==> src/rtl/main_mem_arbiter.sv <==
// main_mem_arbiter: shares the single main-memory port between the
// instruction-side and data-side cache controllers. One 128-bit line
// transaction is in flight at a time. Simultaneous requests are granted
// round-robin, and each transaction ends with a one-cycle done pulse to
// the side that owned it.
module main_mem_arbiter #(
  parameter int LINE_BITS = 128,
  parameter int ADDR_BITS = 32
) (
  input  logic                 clock,
  input  logic                 reset,
  // instruction side
  input  logic                 i_req,
  input  logic [ADDR_BITS-1:0] i_addr,
  output logic [LINE_BITS-1:0] i_rdata,
  output logic                 i_done,
  // data side
  input  logic                 d_req,
  input  logic                 d_we,
  input  logic [ADDR_BITS-1:0] d_addr,
  input  logic [LINE_BITS-1:0] d_wdata,
  output logic [LINE_BITS-1:0] d_rdata,
  output logic                 d_done,
  // main memory
  output logic                 mem_req,
  output logic                 mem_we,
  output logic [ADDR_BITS-1:0] mem_addr,
  output logic [LINE_BITS-1:0] mem_wdata,
  input  logic [LINE_BITS-1:0] mem_rdata,
  input  logic                 mem_ack
);

  typedef enum logic [1:0] {
    IDLE   = 2'd0,
    BUSY_I = 2'd1,
    BUSY_D = 2'd2,
    RESP   = 2'd3
  } state_t;

  state_t state;
  state_t state_nxt;

  // Set when the data side was granted most recently. It also selects
  // which side gets the done pulse in RESP, because the port being served
  // is always the one granted last.
  logic last_grant_d;
  logic grant_i;
  logic grant_d;

  // Round-robin grant: on a tie the side that was not granted last wins.
  always_comb begin
    // NOTE: every signal written here gets a default first, so that no path
    // leaves it unassigned and infers a latch.
    grant_d = 1'b0;
    grant_i = 1'b0;
    if (state == IDLE) begin
      grant_d = d_req && (!i_req || !last_grant_d);
      grant_i = i_req && !grant_d;
    end
  end

  // State register. Reset drops straight to IDLE, which abandons any
  // transaction in flight.
  always_ff @(posedge clock or negedge reset) begin
    // NOTE: sequential state uses non-blocking assignments only, so every
    // flop samples values from before the clock edge.
    if (!reset) state <= IDLE;
    else        state <= state_nxt;
  end

  // Next-state logic.
  always_comb begin
    state_nxt = state;
    case (state)
      IDLE: begin
        if (grant_d)      state_nxt = BUSY_D;
        else if (grant_i) state_nxt = BUSY_I;
      end
      BUSY_I:  if (mem_ack) state_nxt = RESP;
      BUSY_D:  if (mem_ack) state_nxt = RESP;
      RESP:    state_nxt = IDLE;
      default: state_nxt = IDLE;
    endcase
  end

  // Outputs decoded from the state. mem_req falls as soon as reset is
  // asserted, because the reset acts on the state register asynchronously.
  always_comb begin
    mem_req = (state == BUSY_I) || (state == BUSY_D);
    i_done  = (state == RESP) && !last_grant_d;
    d_done  = (state == RESP) &&  last_grant_d;
  end

  // Register the request fields on a grant. They stay stable until the
  // next grant. An I grant leaves mem_wdata unchanged.
  always_ff @(posedge clock or negedge reset) begin
    if (!reset) begin
      mem_addr     <= '0;
      mem_we       <= 1'b0;
      mem_wdata    <= '0;
      last_grant_d <= 1'b0;
    end else if (grant_d) begin
      mem_addr     <= {d_addr[ADDR_BITS-1:4], 4'b0000};
      mem_we       <= d_we;
      mem_wdata    <= d_wdata;
      last_grant_d <= 1'b1;
    end else if (grant_i) begin
      mem_addr     <= {i_addr[ADDR_BITS-1:4], 4'b0000};
      mem_we       <= 1'b0;
      last_grant_d <= 1'b0;
    end
  end

  // Capture the returned line, but only for read completions of the
  // owning port. Writes and an mem_ack outside BUSY leave both lines alone.
  always_ff @(posedge clock or negedge reset) begin
    if (!reset) begin
      i_rdata <= '0;
      d_rdata <= '0;
    end else if (mem_ack) begin
      if (state == BUSY_I)                 i_rdata <= mem_rdata;
      else if (state == BUSY_D && !mem_we) d_rdata <= mem_rdata;
    end
  end

endmodule

==> config.mk <==
export PLATFORM = sky130hd
export DESIGN_NAME = main_mem_arbiter
export DESIGN_NICKNAME = d
export VERILOG_FILES = /design/src/rtl/main_mem_arbiter.sv
export SDC_FILE = /design/constraint.sdc
export NUM_CORES = 1
export LEC_CHECK = 0
export ABC_AREA = 1
export ABC_CLOCK_PERIOD_IN_PS = 2050
export BUFFER_PORTS_ARGS = -buffer_cell sky130_fd_sc_hd__buf_2
export CAP_MARGIN = 30
export CORE_AREA = 2 2 290 292
export DETAILED_ROUTE_END_ITERATION = 8
export DIE_AREA = 0 0 292 294
export PLACE_DENSITY = 0.42
export SLEW_MARGIN = 0
export SYNTH_ARGS = -nofsm -noshare
export SYNTH_HDL_FRONTEND = slang
export SYNTH_SLANG_ARGS = --single-unit
export TNS_END_PERCENT = 5
==> constraint.sdc <==
create_clock -name clock -period 2.05 [get_ports clock]
set_input_delay 0.41 -clock clock [delete_from_list [all_inputs] [get_ports clock]]
set_output_delay 0.41 -clock clock [all_outputs]
set_load 0.05 [all_outputs]
==> flow_metrics.tcl, run 1 <==
set metrics [dict create \
    max_freq_ghz 0.5167 \
    pre_cts_ws_ns 0.2915 \
    cpPeakStageDelay_ns 0.39 \
    cp-start-kind "flip-flop" \
    power.density_mw_per_mm2 1990 \
    final.fill_count 9028 \
    cts-root-buf "clkbuf_16" \
    p_sw_share_pct 52.79 \
    drive_above_1_share_pct 32.58 \
    routed_wl_mm 58.72 \
    die_area_mm2 0.08585 \
    relSlewSlack_pct 55.78 \
    path_buf_inv 2 \
    combPwrFrac_pct 52.5 \
    final_net_count 2947 \
    finalPower_mw 47.60 \
    period_share_pct 94.41 \
    core_mm2 0.08289 \
    die_h_um 294 \
    final_common_cell "nand2_1" \
    ir_drop_uv 929.0 \
    synth-seq-area-share_pct 64.58 \
    syn_to_final_growth_pct 48.35 \
    multi_input_area_mm2 0.004516 \
    path_cells "inv_1 > ha_4 > buf_6" \
    drtIter0Drc 655 \
    synth_area_leader_cell "dfrtp_1" \
    crit_fanout 4 \
    vias 14185 \
    hold_class "input port to flip-flop" \
    maxCapViolations 0 \
    outcome "finished clean" \
    hold_slack_ns 0.04588 \
    grt_pass1_wl_mm 88.31 \
    setup-violations-final 0 \
    start_util_pct 19.45 \
    p_int_mw 22.47 \
    clkLatencyLatePin_ns 0.58 \
    ant_nets 0 \
    avgSynthCellArea_um2 9.051 \
    synth_seq_cells 416 \
    tightest_slew_ns 0.6633 \
    placementRows 106 \
    slowest_stage "dfrtp_1" \
    finClkSkew_ns 0.01239 \
    arrival_ns 1.53 \
    cts.sinks 416 \
    seq_power_share_pct 29.1 \
    critPathCaptureType "output port" \
    cp_top_family "flip-flops" \
    viasPerCell 3.796 \
    seqCellArea_mm2 0.01041 \
    final_cell_mix "nand2_1, buf_2, dfrtp_1" \
    clock_power_share_pct 18.4 \
    worst_slack_ns 0.1147 \
    p_switching_mw 25.13 \
    grt_overflow 0 \
    routedWlPerCell_um 15.71 \
    drc 0 \
    p_leak_nw 13.49 \
    cts-buffers-inserted 49 \
    yosysTopAreaCellShare_pct 64.58 \
    synth_area_mm2 0.01612 \
    clk_pin_slew_ns 0.06 \
    yosysWarningCount 0 \
    antenna_found_initial 9 \
    gp_congestion 0.8031 \
    grt_usage_pct 13.20 \
    fin_crit_ns 1.935 \
    dr.pass1.iters 5 \
    grt_pass1_vias 14381 \
    hold_viol_final 0 \
    cts_tree "built" \
    clock_tree.htree_level_count 2 \
    clk_path_buf_depth 3 \
    slew_viol_final 0 \
    ys_types 18 \
    crit_required_ns 1.64 \
    syn_inst 1781 \
    io_buffers 733 \
    grt_max_degree 133 \
    ioPinCount 746 \
    worst-setup-path-type "flip-flop to output port" \
    fp.dieW_um 292 \
    hpwlAfterDp_mm 43.28 \
    synth_area_leaders "dfrtp_1, nand2_1, o21ai_0" \
]
[power by group through the flow]
stage / Sequential [mW] / Combinational [mW] / Clock (mW)
6_report: 13.9 / 25.0 / 8.75
5_1_grt: 14.3 / 26.6 / 9.45
2_1_floorplan: 26.9 / 5.02 / 0
3_5_place_dp: 13.9 / 25.1 / 0
4_1_cts: 13.9 / 25.3 / 9.12
3_3_place_gp: 13.9 / 25.1 / 0
[cells in the mapped netlist]
library cell	number
o21ai_0	257
inv_2	1
inv_1	191
nor2_2	1
buf_6	10
a21oi_1	1
buf_1	2
nand3_1	57
buf_2	34
conb_1	1
o21ai_1	1
ha_1	4
nor2_1	6
nand2_1	742
dfrtp_1	416
or2_2	1
buf_4	9
clkbuf_1	47
[stage by stage]
step / util [%] / instances / area, um2 / TNS [ns]
2_1_floorplan: - / 1784 / 16130 / 0
3_3_place_gp: 25.65 / 3543 / 21260 / 0
3_5_place_dp: 25.65 / 3543 / 21260 / 0
4_1_cts: 28.81 / 3731 / 23880 / 0
5_1_grt: 28.85 / 3737 / 23920 / -0.01206
6_report: 28.85 / 3737 / 23920 / 0
[final cells by class]
cell class	count	area share [%]
sequential	416	43.53
clock buffer	75	6.168
multi-input combinational	1074	18.88
timing repair buffer	884	22.22
antenna	5	0.05232
inverter	192	3.014
tap	1080	5.650
clock inverter	11	0.4866
[state kept, by name (all words and copies together), names as in the netlist]
register      flops
last_grant_d      1
mem_addr         28
state             2
mem_wdata       128
mem_we            1
i_rdata         128
d_rdata         128
[worst paths after layout]
check / from / to / slack, ns / cells past startpoint
worst max-delay path: state[0]$_DFFE_PN0P_ / mem_req / 0.11 / 3
worst min-delay path: d_wdata[121] / mem_wdata[121]$_DFFE_PN0N_ / 0.05 / 3
worst max register to register: state[1]$_DFFE_PN0P_ / d_rdata[25]$_DFFE_PN0P_ / 0.21 / 7
worst min register to register: mem_wdata[58]$_DFFE_PN0N_ / mem_wdata[58]$_DFFE_PN0N_ / 0.47 / 2
max in group asynchronous: reset / i_rdata[114]$_DFFE_PN0P_ / 0.91 / 3
min in group asynchronous: reset / i_rdata[4]$_DFFE_PN0P_ / 0.37 / 2
[worst min-delay path: cells and delay by family]
family / cells / cell delay [ns]
buf+inv: 1 / 0.07
simple gates: 2 / 0.09
[what timing repair did]
action | CTS | global route
hold endpoints to repair | 128 | 0
buffers inserted | 0 | 1
hold buffers | 102 | 0
resized for setup | 2 | 2
endpoints found under the setup margin | 1 | 2
[metal layers]
metal / global-route usage [%] / vias to the layer above / wire length [um]
li1: - / 7128 / -
met4: 4.488 / 8 / 1731
met2: 22.92 / 404 / 29440
met3: 3.346 / 105 / 3505
met5: 0 / - / 53
met1: 15.86 / 6540 / 23990
[kinds of logic after synthesis]
kind of cell	Yosys count	synth area share, %
simple gates	807	19.26
flops	416	64.58
compound gates	259	8.041
other cells	1	0.02326
buf+inv	294	7.785
fa+ha+maj	4	0.3105
(Power assumes the default switching activity.)
==> inputs of run 2 (changes only) <==
--- a/config.mk
+++ b/config.mk
@@ -7,12 +7,13 @@
 export LEC_CHECK = 0
 export ABC_AREA = 1
 export ABC_CLOCK_PERIOD_IN_PS = 2050
-export BUFFER_PORTS_ARGS = -buffer_cell sky130_fd_sc_hd__buf_2
 export CAP_MARGIN = 30
 export CORE_AREA = 2 2 290 292
+export CTS_CLUSTER_DIAMETER = 200
 export DETAILED_ROUTE_END_ITERATION = 8
 export DIE_AREA = 0 0 292 294
-export PLACE_DENSITY = 0.42
+export DONT_BUFFER_PORTS = 1
+export PLACE_DENSITY = 0.34
 export SLEW_MARGIN = 0
 export SYNTH_ARGS = -nofsm -noshare
 export SYNTH_HDL_FRONTEND = slang
==> run 2 against run 1 <==
Compared with the run above: the flow now finishes with violations (negative hold slack); via count down 13%; sequential power up 100%; sequential cell count unchanged; largest cell class unchanged; total power down 7.3%; clock power up 2.4%; count of clock-buffer cells in the layout down 1; wire length down 8.8%; critical path type unchanged; critical path depth unchanged.
==> flow_metrics.tcl, run 2 (synthesis gave the netlist of run 1 again) <==
set metrics [dict create \
    hpwlAfterDp_mm 37.92 \
    ioPinCount 746 \
    relSlewSlack_pct 31.70 \
    clk_pin_slew_ns 0.05 \
    clkLatencyLatePin_ns 0.58 \
    gp_congestion 0.8450 \
    ant_nets 0 \
    fin_crit_ns 1.971 \
    crit_fanout 4 \
    drc 0 \
    arrival_ns 1.56 \
    vias 12373 \
    cts-root-buf "clkbuf_16" \
    finClkSkew_ns 0.02233 \
    drtIter0Drc 660 \
    ir_drop_uv 877.5 \
    p_leak_nw 10.90 \
    fp.dieW_um 292 \
    final_common_cell "nand2_1" \
    power.density_mw_per_mm2 2044 \
    die_area_mm2 0.08585 \
    hold_slack_ns -0.4537 \
    drive_above_1_share_pct 5.988 \
    routed_wl_mm 53.57 \
    crit_required_ns 1.64 \
    dr.pass1.iters 4 \
    hold_class "input port to asynchronous set/reset pin" \
    violations "negative hold slack" \
    final_net_count 2346 \
    fin_area_mm2 0.02159 \
    grt_pass1_vias 13051 \
    dpl.cell_count 2797 \
    core_mm2 0.08289 \
    num_antenna_cells 0 \
    cts-buffers-inserted 49 \
    hold_viol_final 416 \
    layout.cells.non_filler 3134 \
    syn_to_final_growth_pct 33.93 \
    maxCapViolations 0 \
    grt_usage_pct 12.09 \
    grt_overflow 0 \
    final_cell_mix "nand2_1, dfrtp_1, o21ai_0" \
    grt_pass1_wl_mm 81.11 \
    routedWlPerCell_um 17.09 \
    outcome "complete, but fails checks" \
    cts_tree "built" \
    slew_viol_final 0 \
    io_buffers 0 \
    fin_util_pct 26.05 \
    top_regs "d_rdata: 128 flops, i_rdata: 128 flops, mem_wdata: 128 flops" \
    viasPerCell 3.948 \
    max_freq_ghz 0.5074 \
    cp-start-kind "flip-flop" \
    placed_area_mm2 0.01741 \
    die_h_um 294 \
    clock_tree.htree_level_count 2 \
    period_share_pct 96.13 \
    grt_max_degree 417 \
    cts.sinks 416 \
    critPathCaptureType "output port" \
    rsz0062_at_grt "true" \
    start_util_pct 19.45 \
    tightest_slew_ns 1.025 \
    worst-setup-path-type "flip-flop to output port" \
    placementRows 106 \
    clk_path_buf_depth 3 \
    hold_buffers 246 \
    final.setup.tns_ns 0 \
    setup-violations-final 0 \
    antenna_found_initial 2 \
]
==> run 2: changes by cell type in the layout (fill, tap and decap cells not counted), moves of 4 or more <==
cell           before  now
buf_12             19   15
buf_2             730    0
buf_4              30   20
diode_2             5    0
dlygate4sd3_1     102  246
==> run 2: metal layers <==
layer  track usage [%]  wire length [um]  vias to the layer above
li1                  -                 -                     5915
met1             13.55             19990                     5873
met2             21.20             27270                      481
met3             3.912              4482                      100
met4             4.815              1808                        4
met5                 0                22                        -
==> run 2: report_power, final <==
| group | internal (mW) | switching [mW] | leakage (nW) |
|---|---|---|---|
| Sequential | 11.7 | 16.6 | 5.22 |
| Combinational | 2.79 | 4.13 | 4.87 |
| Clock | 5.42 | 3.54 | 0.814 |
| Total | 19.9 | 24.2 | 10.9 |
==> run 2: final cells by class <==
type	count	area, um2
multi-input combinational	1074	4513
inverter	192	724.4
tap	1080	1351
sequential	416	10410
clock inverter	15	192.7
timing repair buffer	283	2935
clock buffer	74	1463
fill	8952	61300
==> run 2: worst max-delay path: stages, from the launching register on <==
cell,delay (ns)
dfrtp_1,0.41
ha_2,0.23
nand2_4,0.09
clkinvlp_4,0.27
==> run 2: final timing paths <==
kind	startpoint	endpoint	slack, ns	depth (start not counted)
worst max-delay path	state[0]$_DFFE_PN0P_	d_done	0.08	3
worst min-delay path	reset	mem_wdata[108]$_DFFE_PN0N_	-0.45	0
worst max register to register	state[0]$_DFFE_PN0P_	mem_addr[19]$_DFFE_PN0P_	0.23	9
worst min register to register	state[1]$_DFFE_PN0P_	state[1]$_DFFE_PN0P_	0.55	2
max in group asynchronous	reset	i_rdata[92]$_DFFE_PN0P_	1.67	0
min in group clock	mem_rdata[112]	d_rdata[112]$_DFFE_PN0P_	0.05	2
==> run 2: repair_timing <==
item                       4_1_cts  5_1_grt
buffers inserted                 0        2
pin swaps                        0        1
hold endpoints to repair       777      416
setup endpoints to repair        1      113
gates resized for setup          4        2
==> run 2: through the flow <==
| step | total power, mW | worst slack [ns] |
|---|---|---|
| floorplan | 31.89 | 0.4291 |
| global placement | 34.95 | 0.1088 |
| detailed placement | 35.09 | 0.05401 |
| CTS | 44.74 | 0.01807 |
| global route | 46.55 | -0.02470 |
| finish | 44.14 | 0.07924 |
==> inputs of run 3 (changes only) <==
--- a/config.mk
+++ b/config.mk
@@ -6,7 +6,7 @@
 export NUM_CORES = 1
 export LEC_CHECK = 0
 export ABC_AREA = 1
-export ABC_CLOCK_PERIOD_IN_PS = 2050
+export ABC_CLOCK_PERIOD_IN_PS = 2320
 export CAP_MARGIN = 30
 export CORE_AREA = 2 2 290 292
 export CTS_CLUSTER_DIAMETER = 200
==> constraint.sdc (replaced) <==
create_clock -name clock -period 2.32 [get_ports clock]
set_input_delay 0.464 -clock clock [delete_from_list [all_inputs] [get_ports clock]]
set_output_delay 0.464 -clock clock [all_outputs]
set_load 0.05 [all_outputs]
==> run 3 against run 2 <==
Compared with the run above: the flow still finishes with violations (negative hold slack); sequential cell count is the same; worst hold slack better by 0.035 ns; clock skew fell by 0.010 ns; global-route usage down 0.19 points; cell area shrank 3.7%; critical path depth unchanged; cell count decreased by 2.7%; core utilization down 0.97 points; count of clock-buffer cells in the layout increased by 1; worst setup slack gained 0.11 ns; highest routed layer unchanged.
==> flow_metrics.tcl, run 3 (synthesis gave the netlist of run 1 again) <==
set metrics [dict create \
    gp_congestion 0.8542 \
    hpwlAfterDp_mm 37.85 \
    pre_cts_ws_ns 0.4536 \
    path_cells "ha_1 > nand2_1 > inv_1" \
    final.setup.tns_ns 0 \
    die_area_mm2 0.08585 \
    cts-root-buf "clkbuf_16" \
    finClkSkew_ns 0.01218 \
    start_util_pct 19.45 \
    rsz0062_at_grt "false" \
    hold_buffers 163 \
    outcome "complete, but fails checks" \
    cpPeakStageDelay_ns 0.39 \
    crit_required_ns 1.86 \
    final_cell_mix "nand2_1, dfrtp_1, o21ai_0" \
    slew_viol_final 0 \
    critPathCaptureType "output port" \
    clk_path_buf_depth 3 \
    fp.dieW_um 292 \
    hold_class "input port to asynchronous set/reset pin" \
    num_antenna_cells 0 \
    setup-violations-final 0 \
    tightest_slew_ns 0.9390 \
    viasPerCell 3.966 \
    worst_slack_ns 0.1907 \
    dr.pass1.iters 5 \
    max_freq_ghz 0.4696 \
    maxCapViolations 0 \
    postCtsSetupBuffers 0 \
    violations "negative hold slack" \
    die_h_um 294 \
    grt_usage_pct 11.91 \
    drc 0 \
    cts_tree "built" \
    drtIter0Drc 629 \
    path_buf_inv 1 \
    grt_overflow 0 \
    top_regs "d_rdata: 128 flops, i_rdata: 128 flops, mem_wdata: 128 flops" \
    final_net_count 2261 \
    hold_viol_final 416 \
    vias 12095 \
    ctsResizeCount 0 \
    syn_to_final_growth_pct 28.96 \
    clk_pin_slew_ns 0.06 \
    worst-setup-path-type "flip-flop to output port" \
    cp-start-kind "flip-flop" \
    crit_fanout 4 \
    final_common_cell "nand2_1" \
    placementRows 106 \
    io_buffers 0 \
    slowest_stage "dfrtp_1" \
    core_mm2 0.08289 \
    clkLatencyLatePin_ns 0.59 \
    cts.sinks 416 \
    ant_nets 0 \
    relSlewSlack_pct 37.40 \
    grt_pass1_vias 12553 \
    routed_wl_mm 52.95 \
    grt_pass1_wl_mm 79.61 \
    ioPinCount 746 \
    cp_top_family "flip-flops" \
    period_share_pct 91.78 \
    arrival_ns 1.67 \
    hold_slack_ns -0.4187 \
    clock_tree.htree_level_count 2 \
    grt_max_degree 417 \
    fin_crit_ns 2.129 \
    drive_above_1_share_pct 6.294 \
    cts-buffers-inserted 50 \
    antenna_found_initial 2 \
    routedWlPerCell_um 17.36 \
]
run 3: worst register-to-register path: stages, from the launching register on:
cell     delay (ns)
dfrtp_1        0.41
inv_1          0.09
ha_1           0.26
nand2_1        0.14
nor2_4         0.16
buf_12         0.20
buf_12         0.30
nand2_1        0.18
nand2_1        0.08
run 3: layer usage:
| metal | GRT usage, % | part of all wire (%) |
|---|---|---|
| met1 | 13.29 | 37 |
| met2 | 20.77 | 51 |
| met3 | 4.215 | 8.7 |
| met4 | 4.476 | 3.4 |
| met5 | 0 | 0.043 |
run 3: final timing paths:
check | from | endpoint | slack [ns] | cells after the start
setup / recovery | state[0]$_DFFE_PN0P_ | d_done | 0.19 | 3
hold / removal | reset | mem_wdata[108]$_DFFE_PN0N_ | -0.42 | 0
setup reg to reg | state[0]$_DFFE_PN0P_ | mem_wdata[125]$_DFFE_PN0N_ | 0.45 | 8
hold reg to reg | last_grant_d$_DFFE_PN0P_ | last_grant_d$_DFFE_PN0P_ | 0.53 | 2
max in group asynchronous | reset | d_rdata[94]$_DFFE_PN0P_ | 1.97 | 0
min in group clock | mem_rdata[19] | d_rdata[19]$_DFFE_PN0P_ | 0.05 | 2
run 3: final cells by class:
| class | count | area [um2] |
|---|---|---|
| fill | 8951 | 62100 |
| sequential | 416 | 10410 |
| multi-input combinational | 1074 | 4503 |
| timing repair buffer | 197 | 2049 |
| clock buffer | 75 | 1526 |
| tap | 1080 | 1351 |
| inverter | 192 | 720.7 |
| clock inverter | 16 | 227.7 |
run 3: stage by stage:
| stage | utilization [%] | cell area [um2] | instances | hold WS (ns) |
|---|---|---|---|---|
| after floorplan | - | 16130 | 1784 | 0.1684 |
| after global placement | 20.99 | 17400 | 2796 | 0.1771 |
| after detailed placement | 20.99 | 17400 | 2796 | 0.1763 |
| after CTS | 25.08 | 20790 | 3050 | -0.4679 |
| after global routing | 25.08 | 20790 | 3050 | -0.4630 |
| final | 25.08 | 20790 | 3050 | -0.4187 |
Power of run 3 is not shown: default switching activity piles up to over one toggle a cycle in this logic, so the estimate is an artifact.
